[src/rtl/shuffle_cells_iter.sv]
// Round-serial 16-cell permutation engine: applies the forward or inverse cell
// shuffle a programmable number of times, one round per clock.
module shuffle_cells_iter #(
   parameter int N  = 64,
   parameter int M  = 4,
   parameter int RW = 5
) (
   input  logic          clk,
   input  logic          rst,
   input  logic          in_valid,
   output logic          in_ready,
   input  logic [N-1:0]  in_data,
   input  logic          in_inv,
   input  logic [RW-1:0] in_rounds,
   output logic          out_valid,
   input  logic          out_ready,
   output logic [N-1:0]  out_data,
   output logic          busy
);

   localparam int CELLS = N / M;

   typedef enum logic [1:0] {IDLE, RUN, DONE} fsm_t;

   localparam logic [3:0] P [16] = '{4'd0, 4'd5, 4'd11, 4'd10, 4'd1, 4'd6, 4'd4, 4'd13,
                                     4'd2, 4'd12, 4'd9, 4'd15, 4'd3, 4'd7, 4'd14, 4'd8};

   fsm_t          fsm_q, fsm_d;
   logic [N-1:0]  state_q, state_d;
   logic [RW-1:0] cnt_q, cnt_d;
   logic          mode_q, mode_d;

   // Forward: cell i takes old cell P[i].
   function automatic logic [N-1:0] round_fwd(input logic [N-1:0] s);
      logic [N-1:0] r;
      r = '0;
      for (int i = 0; i < CELLS; i++) r[M*i +: M] = s[M*int'(P[i]) +: M];
      return r;
   endfunction

   // Inverse: old cell i is scattered to position P[i].
   function automatic logic [N-1:0] round_inv(input logic [N-1:0] s);
      logic [N-1:0] r;
      r = '0;
      for (int i = 0; i < CELLS; i++) r[M*int'(P[i]) +: M] = s[M*i +: M];
      return r;
   endfunction

   // NOTE: every next-state variable gets its hold value first, so no path can infer a latch.
   always_comb begin
      fsm_d   = fsm_q;
      state_d = state_q;
      cnt_d   = cnt_q;
      mode_d  = mode_q;
      case (fsm_q)
         IDLE: begin
            if (in_valid) begin
               state_d = in_data;
               mode_d  = in_inv;
               cnt_d   = in_rounds;
               fsm_d   = (in_rounds == '0) ? DONE : RUN;
            end
         end
         RUN: begin
            state_d = mode_q ? round_inv(state_q) : round_fwd(state_q);
            cnt_d   = cnt_q - RW'(1);
            if (cnt_q == RW'(1)) fsm_d = DONE;
         end
         DONE: begin
            if (out_ready) fsm_d = IDLE;
         end
         default: fsm_d = IDLE;
      endcase
   end

   // NOTE: sequential state uses non-blocking assignments so all registers update together.
   always_ff @(posedge clk or posedge rst) begin
      if (rst) begin
         fsm_q   <= IDLE;
         state_q <= '0;
         cnt_q   <= '0;
         mode_q  <= 1'b0;
      end else begin
         fsm_q   <= fsm_d;
         state_q <= state_d;
         cnt_q   <= cnt_d;
         mode_q  <= mode_d;
      end
   end

   assign in_ready  = (fsm_q == IDLE);
   assign out_valid = (fsm_q == DONE);
   assign busy      = (fsm_q != IDLE);
   assign out_data  = state_q;

endmodule

[config.mk]
export PLATFORM = sky130hd
export DESIGN_NAME = shuffle_cells_iter
export DESIGN_NICKNAME = d
export VERILOG_FILES = /design/src/rtl/shuffle_cells_iter.sv
export SDC_FILE = /design/constraint.sdc
export NUM_CORES = 1
export LEC_CHECK = 0
export ABC_AREA = 0
export CAP_MARGIN = 30
export CORE_MARGIN = 5
export CORE_UTILIZATION = 49
export DETAILED_ROUTE_END_ITERATION = 6
export GPL_TIMING_DRIVEN = 0
export PLACE_DENSITY_LB_ADDON = 0.08
export SETUP_SLACK_MARGIN = 0.05
export SYNTH_ARGS = -nofsm -noshare
export SYNTH_HDL_FRONTEND = slang
export SYNTH_SLANG_ARGS = --single-unit
[constraint.sdc]
create_clock -name clk -period 4.3 [get_ports clk]
set_input_delay 1.29 -clock clk [delete_from_list [all_inputs] [get_ports clk]]
set_output_delay 1.29 -clock clk [all_outputs]
set_load 0.01 [all_outputs]
**Word level (Yosys, flattened, before mapping)**

Cells that the tools add are included.

- Add/sub/neg operators: 1
- Mux-type cells: 10
- Bitwise gates (word level): 1
- Eq/ne operators: 6
- Reduce and logical (&&, ||, !) cells: 8

Operator list:

| cell | count |
|---|---|
| $mux W64 | 2 |
| $pmux W64 S2 | 1 |
| $pmux W5 S2 | 1 |
| $mux W2 | 4 |
| $pmux W2 S3 | 1 |
| $reduce_and A3 Y1 | 2 |
| $eq A5 B1 Y1 const B | 1 |
| $logic_not A5 Y1 | 1 |
| $mux W5 | 1 |
| $sub A5 B1 Y5 const B | 1 |
| $ne A2 B2 Y1 const B | 2 |
| $reduce_and A2 Y1 | 2 |
| $reduce_bool A2 Y1 | 2 |
| $eq A2 B1 Y1 const B | 1 |
| $eq A2 B2 Y1 const B | 1 |
| $logic_not A2 Y1 | 1 |
| $ne A2 B1 Y1 const B | 1 |
| $not A1 Y1 | 1 |

- Flip-flop bits (word level): 72
- Output and inout bits: 67
- Input bits: 74

**Longest topological paths before layout**

Gate-level depths: netlist of run 1.

- Depth after elaboration: 4
- Depth in mapped cells: 6

**Worst setup path after synthesis of run 1**

No wires, ideal clock.

- Kind: input -> register
- From: input port in_valid
- To: register mode_q
- Data arrival time: 2.133 ns
- Buffers on the path: 1
- Library setup time: 0.125 ns
- Stages: 3
- Path slack: 2.042 ns
- Cell sequence: or3b_1 > buf_6 > mux2_4

- Longest elaborated chain between the ends: 1

Ends and longest elaborated chain:

| what | line | RTL |
|---|---|---|
| start, declared | 10 | `input logic in_valid,` |
| $reduce_and A2 Y1 (no line) | -- |  |
| end signal, assigned | 87 | `mode_q <= mode_d;` |
| end, declared | 31 | `logic mode_q, mode_d;` |

Every way passes these cells.
A chain may end at the register's enable or synchronous reset.

**Worst setup path in the final report of run 1**

- From: register fsm_q[1]
- To: output port out_valid

- Longest elaborated chain between the ends: 1

Ends and longest elaborated chain:

| what | line | RTL |
|---|---|---|
| start, declared | 28 | `fsm_t fsm_q, fsm_d;` |
| start signal, assigned | 84 | `fsm_q <= fsm_d;` |
| $eq A2 B2 Y1 | 92 | `assign out_valid = (fsm_q == DONE);` |
| end, declared | 15 | `output logic out_valid,` |

Every way passes these cells.

==> results.json, run 1 <==
{
  "outcome": "finished, final reports clean",
  "timing.max_cap.violations": 0,
  "seq_area_frac_synth_pct": 45.7,
  "synth_top_area_share_pct": 45.7,
  "synthesis.instances": 333,
  "clock.fmax_mhz": 324,
  "route.detailed.drc": 0,
  "timing.reg2reg.worst_path_depth": 4,
  "cts.reportedPaths.clkPinSlew_ns": 0.08,
  "cts_made_buffers": 9,
  "initial_utilization_pct": 50.8,
  "timing.hold.worst.start": "out_data[3]",
  "die_y_um": 99.7,
  "finalCritPeriodShare_pct": 71.8,
  "power_share_of_the_sequential_group_pct": 32.1,
  "synth.avg_cell_area_um2": 11.8,
  "ys_async_sr_fraction_pct": 100,
  "clock_tree.root_cell": "clkbuf_8",
  "filler_cell_count": 580,
  "dr.pass1.iters": 4,
  "place.detailed.hpwl_um": 8930,
  "static_leakage_nw": 2.34,
  "gp_congestion": 0.803,
  "globalRouteOverflowTotal": 0,
  "synth-seq-cells": 72,
  "layout.nets": 561,
  "fin_ws_ns": 1.21,
  "rr_startpoint": "fsm_q[1]",
  "io-pin-count": 141,
  "slew_viol_final": 0,
  "ys_types": 35,
  "layout-drive-gt1-share_pct": 16.7,
  "post_cts_buffers": 0,
  "yosysMostFrequentCell": "dfrtp_1",
  "end_kind": "output pin",
  "first_pass_grt_wire_length_um": 19800,
  "max_transition_margin_pct": 59.0,
  "wl_per_cell_um": 21.1,
  "areaGrowthSynthToFinish_pct": 44.2,
  "number_of_cells_traversed_by_the_worst_hold_path": 1,
  "power_frac_comb_pct": 55.7,
  "timing.hold.worst_endpoint": "out_data[3]",
  "antenna_violations_before_repair": 0,
  "io_buffers": 140,
  "vdd_drop_max_uv": 404,
  "cts_buffer_depth": 2,
  "layout.core_utilization_pct": 73.2,
  "pin_count_of_the_biggest_net_entering_global_routing": 49,
  "synth.area.top_cells": "dfrtp_1, a221o_1, nor3b_1, mux2_2, mux2_4",
  "drt_iter0_markers": 173,
  "power_density_mw_per_mm2": 726,
  "r2r-end": "out_data[17]",
  "antenna_cells_inserted": 0,
  "setup.worst_path.start_class": "flip-flop",
  "worst-endpoint-arrival_ns": 1.80,
  "fin_total_pwr_mw": 4.13,
  "max_slew.worst_pin.slew_ns": 0.615,
  "pint_mw": 2.60,
  "preCtsSetupSlack_ns": 1.21,
  "setup_tns_ns": 0,
  "synth_edf_count": 0,
  "post_drt_via_cell_ratio": 5.92,
  "clock_skew_ns": 0.0116,
  "holdWs_ns": 0.499,
  "number_of_global_route_vias_before_repair": 3725,
  "yosys-top-cells-count": "dfrtp_1, nor3b_1, a221o_1, mux2_2, buf_2",
  "hold_violations": 0,
  "critical_path_required_ns": 3.01,
  "fp.coreArea_mm2": 0.00777,
  "globalRouteTotalUtil_pct": 25.1,
  "p_sw_mw": 1.53,
  "worstSetupPathType": "reg2out",
  "timing.hold.worst.class": "reg2reg",
  "hold_buffers": 0,
  "finalSetupViolations": 0,
  "drtAntennaViolNets": 0,
  "reg2reg_setup_slack_ns": 2.56,
  "die_area_mm2": 0.00995,
  "syn-cell-area_mm2": 0.00395,
  "synth.yosys.warnings": 0,
  "min_period_ns": 3.09,
  "syn_nets": 409,
  "htree_levels": 3,
  "standard_cell_row_count": 32,
  "routed_wirelength_um": 12500,
  "cts_sinks": 72,
  "cts-resized-gates": 0,
  "peak_fanout_along_the_critical_path": 10,
  "power.switching_fraction_pct": 37.1,
  "detailroute.via_count": 3505,
  "cts_tree": "done",
  "clock_power_share_pct": 12.2,
  "netlist.top_cell.by_area": "dfrtp_1",
  "rsz0062_at_grt": "no",
  "ys.flop_type": "dfrtp_1",
  "die_w_um": 99.7,
  "insertion_delay_ns": 0.34
}
==> registers in the layout, summed over array words and instances (netlist names) <==
| name | cells |
|---|---|
| out_data | 64 |
| cnt_q | 5 |
| fsm_q | 2 |
| mode_q | 1 |
==> worst max-delay path, cell delays in order, from the launching register on <==
cell and delay (ns):
dfrtp_1 0.44, buf_2 0.25, nor2b_1 0.21, clkdlybuf4s50_1 0.56
==> worst max-delay path by stage <==
stage,from,end,slack [ns],cells after the start
final,fsm_q[1],out_valid,1.21,3
after floorplan,rst,cnt_q[0],1.19,1
after global routing,fsm_q[1],out_valid,1.12,3
after detailed placement,in_valid,out_data[33],1.21,6
after global placement,rst,out_data[38],-0.09,2
after CTS,fsm_q[1],out_valid,1.19,3
==> stage by stage <==
stage / cells / cell area [um^2]
3_5_place_dp: 576 / 5500
2_1_floorplan: 333 / 3950
5_1_grt: 592 / 5690
3_3_place_gp: 575 / 5470
4_1_cts: 592 / 5690
6_report: 592 / 5690
==> metal layers <==
layer | GRT usage [%] | up-vias | routed length, um
met5 | 0 | - | 0
met4 | 5.15 | 0 | 184
met3 | 6.24 | 16 | 1040
met2 | 41.1 | 153 | 6010
met1 | 33.8 | 1735 | 5270
li1 | - | 1601 | -
==> cells by family after synthesis <==
family | Yosys count | share of synthesized area [%]
DFF | 72 | 45.7
AOI/OAI and AO/OA | 88 | 18.6
buffers and inverters | 41 | 5.23
muxes | 59 | 17.7
and+or+nand+nor | 71 | 12.1
adders and majority gates | 2 | 0.634
==> power by group through the flow <==
stage,registers (mW),clock network (mW),logic (mW)
2_1_floorplan,1.38,0,1.24
3_3_place_gp,1.31,0,2.25
3_5_place_dp,1.33,0,2.30
4_1_cts,1.32,0.505,2.32
5_1_grt,1.37,0.542,2.47
6_report,1.32,0.502,2.30
==> final cells by class <==
class | count | area, um^2 | area share (%)
buffer | 34 | 180 | 3.17
clock buffer | 12 | 155 | 2.73
clock inverter | 4 | 28.8 | 0.506
inverter | 7 | 28.8 | 0.506
multi-input combinational | 220 | 1940 | 34.1
sequential | 72 | 1800 | 31.7
tap | 102 | 128 | 2.24
timing repair buffer | 141 | 1430 | 25.1
==> layout by cell type (no fill, tap or decap), types with 5 or more instances in the layout <==
master	Yosys	routed
mux2_2	29	29
mux2i_1	6	6
a221o_1	45	45
mux2_4	11	11
mux2_1	13	13
o21ai_1	11	11
inv_1	6	5
buf_2	18	18
nor3b_1	46	46
clkbuf_8	0	11
dfrtp_1	72	72
nand2_1	9	9
clkdlybuf4s50_1	0	140
a22oi_1	9	9
nor2b_1	5	5
a21oi_1	8	8
clkbuf_1	11	12
Note: power is estimated with default switching activity, not from simulation.
==> inputs of run 2 (changes only) <==
--- a/config.mk
+++ b/config.mk
@@ -8,7 +8,7 @@
 export ABC_AREA = 0
 export CAP_MARGIN = 30
 export CORE_MARGIN = 5
-export CORE_UTILIZATION = 49
+export CORE_UTILIZATION = 45
 export DETAILED_ROUTE_END_ITERATION = 6
 export GPL_TIMING_DRIVEN = 0
 export PLACE_DENSITY_LB_ADDON = 0.08
==> constraint.sdc (replaced) <==
create_clock -name clk -period 3 [get_ports clk]
set_input_delay 0.9 -clock clk [delete_from_list [all_inputs] [get_ports clk]]
set_output_delay 0.9 -clock clk [all_outputs]
set_load 0.01 [all_outputs]
==> run 2 against run 1 <==
Compared with the run above:
- sequential power grew 43%
- clock power grew 53%
- cell count increased by 0.84%
- register-to-register slack lost 1.3 ns
- via count is 0.51% higher
- combinational power is 44% higher
- sequential cell count unchanged
- global-route usage down 1.9 points
- sequential share of layout area shrank 0.056 points
- utilization down 7.2 points
- critical path depth is the same
- critical path type unchanged
- largest power group unchanged
- highest routed layer unchanged
==> results.json, run 2 (synthesized netlist as in run 1, its figures left out) <==
{
  "route.detailed.drc": 0,
  "dr.pass1.iters": 4,
  "insertion_delay_ns": 0.35,
  "cts_tree": "done",
  "setup.worst_path.start_class": "flip-flop",
  "first_pass_grt_wire_length_um": 20300,
  "fin_total_pwr_mw": 5.97,
  "cts_sinks": 72,
  "rr_startpoint": "fsm_q[1]",
  "hold_buffers": 0,
  "largest_register_ff_count": 64,
  "cts_buffer_depth": 2,
  "layout-drive-gt1-share_pct": 16.6,
  "hold_violations": 0,
  "slew_viol_final": 0,
  "end_kind": "output pin",
  "power_density_mw_per_mm2": 1050,
  "die_y_um": 104,
  "preCtsSetupSlack_ns": 0.322,
  "reg2reg_setup_slack_ns": 1.25,
  "most_frequent_standard_cell_in_the_layout_excluding_fill_and_tap_cells": "clkdlybuf4s50_1",
  "initial_utilization_pct": 45.7,
  "die_area_mm2": 0.0107,
  "static_leakage_nw": 2.35,
  "cts.reportedPaths.clkPinSlew_ns": 0.08,
  "htree_levels": 3,
  "most-common-layout-cells": "clkdlybuf4s50_1, dfrtp_1, nor3b_1, a221o_1, mux2_2",
  "finalCritPeriodShare_pct": 90.3,
  "timing.max_cap.violations": 0,
  "outcome": "finished, final reports clean",
  "number_of_global_route_vias_before_repair": 3680,
  "clock.fmax_mhz": 369,
  "timing.reg2reg.worst_path_depth": 4,
  "drt_iter0_markers": 217,
  "fin_ws_ns": 0.291,
  "standard_cell_row_count": 34,
  "min_period_ns": 2.71,
  "antenna_violations_before_repair": 0,
  "globalRouteOverflowTotal": 0,
  "rsz0062_at_grt": "no",
  "timing.hold.worst_endpoint": "out_data[3]",
  "layout.nets": 561,
  "drtAntennaViolNets": 0,
  "areaGrowthSynthToFinish_pct": 44.4,
  "detailroute.via_count": 3523,
  "clock_tree.root_cell": "clkbuf_8",
  "clock_skew_ns": 0.00981,
  "finalSetupViolations": 0,
  "io_buffers": 140,
  "routed_wirelength_um": 12600,
  "vdd_drop_max_uv": 556,
  "cts_made_buffers": 9,
  "fp.coreArea_mm2": 0.00864,
  "cts-resized-gates": 0,
  "worstSetupPathType": "reg2out",
  "worst-endpoint-arrival_ns": 1.81,
  "wl_per_cell_um": 21.1,
  "globalRouteTotalUtil_pct": 23.2,
  "r2r-end": "out_data[8]",
  "number_of_cells_traversed_by_the_worst_hold_path": 1,
  "die_w_um": 104,
  "peak_fanout_along_the_critical_path": 10,
  "pin_count_of_the_biggest_net_entering_global_routing": 63,
  "antenna_cells_inserted": 0,
  "post_cts_buffers": 0,
  "max_transition_margin_pct": 58.3,
  "timing.hold.worst.start": "out_data[3]",
  "post_drt_via_cell_ratio": 5.90,
  "max_slew.worst_pin.slew_ns": 0.625,
  "io-pin-count": 141,
  "critical_path_required_ns": 2.10,
  "gp_congestion": 0.792,
  "place.detailed.hpwl_um": 8840,
  "timing.hold.worst.class": "reg2reg"
}
run 2: cell count changes in the layout (fill, tap and decap cells not counted), sizes merged:
| cell | previous run | this run |
|---|---|---|
| clkinvlp | 2 | 0 |
| clkbuf | 23 | 22 |
| bufinv | 0 | 1 |
| clkinv | 2 | 3 |
run 2: layer usage:
metal / vias up / global-route usage, % / part of all wire, %
li1: 1586 / - / -
met1: 1765 / 32.1 / 45
met2: 155 / 35.0 / 46
met3: 17 / 5.97 / 7.2
met4: 0 / 8.15 / 1.7
met5: - / 0 / 0
run 2: critical path, cell delays in order, from the launching register on:
cell and delay, ns:
dfrtp_1 0.44, buf_2 0.25, nor2b_1 0.20, clkdlybuf4s50_1 0.56
run 2: how the worst max path moves through the flow:
| stage | endpoint | depth (start not counted) | from | slack (ns) |
|---|---|---|---|---|
| finish | out_valid | 3 | fsm_q[1] | 0.29 |
| floorplan | cnt_q[0] | 1 | rst | 0.28 |
| CTS | out_valid | 3 | fsm_q[1] | 0.29 |
| global route | out_valid | 3 | fsm_q[1] | 0.23 |
| detailed placement | out_data[37] | 6 | in_valid | 0.32 |
| global placement | out_data[38] | 2 | rst | -1.07 |
run 2: power breakdown:
group / internal [mW] / total, mW / switching [mW]
Clock: 0.399 / 0.767 / 0.368
Sequential: 1.44 / 1.89 / 0.444
Combinational: 1.94 / 3.31 / 1.38
run 2: final cells by class:
cell class              instances  area (um^2)
plain buffers                  34          180
clock buffers                  11          141
clock inverters                 4         45.0
fillers                       730         2940
inverters                       7         28.8
multi-input cells             220         1940
flip-flops and latches         72         1800
well taps                     108          135
repair buffers                141         1430
run 2: stage by stage:
stage,utilization [%],instance area [um^2],hold slack (ns),instances,setup TNS [ns]
floorplan,-,3950,0.530,333,0
global placement,63.5,5480,0.479,581,-76.42
detailed placement,63.8,5510,0.481,582,0
CTS,66.0,5700,0.500,597,0
global route,66.0,5700,0.521,597,0
finish,66.0,5700,0.496,597,0
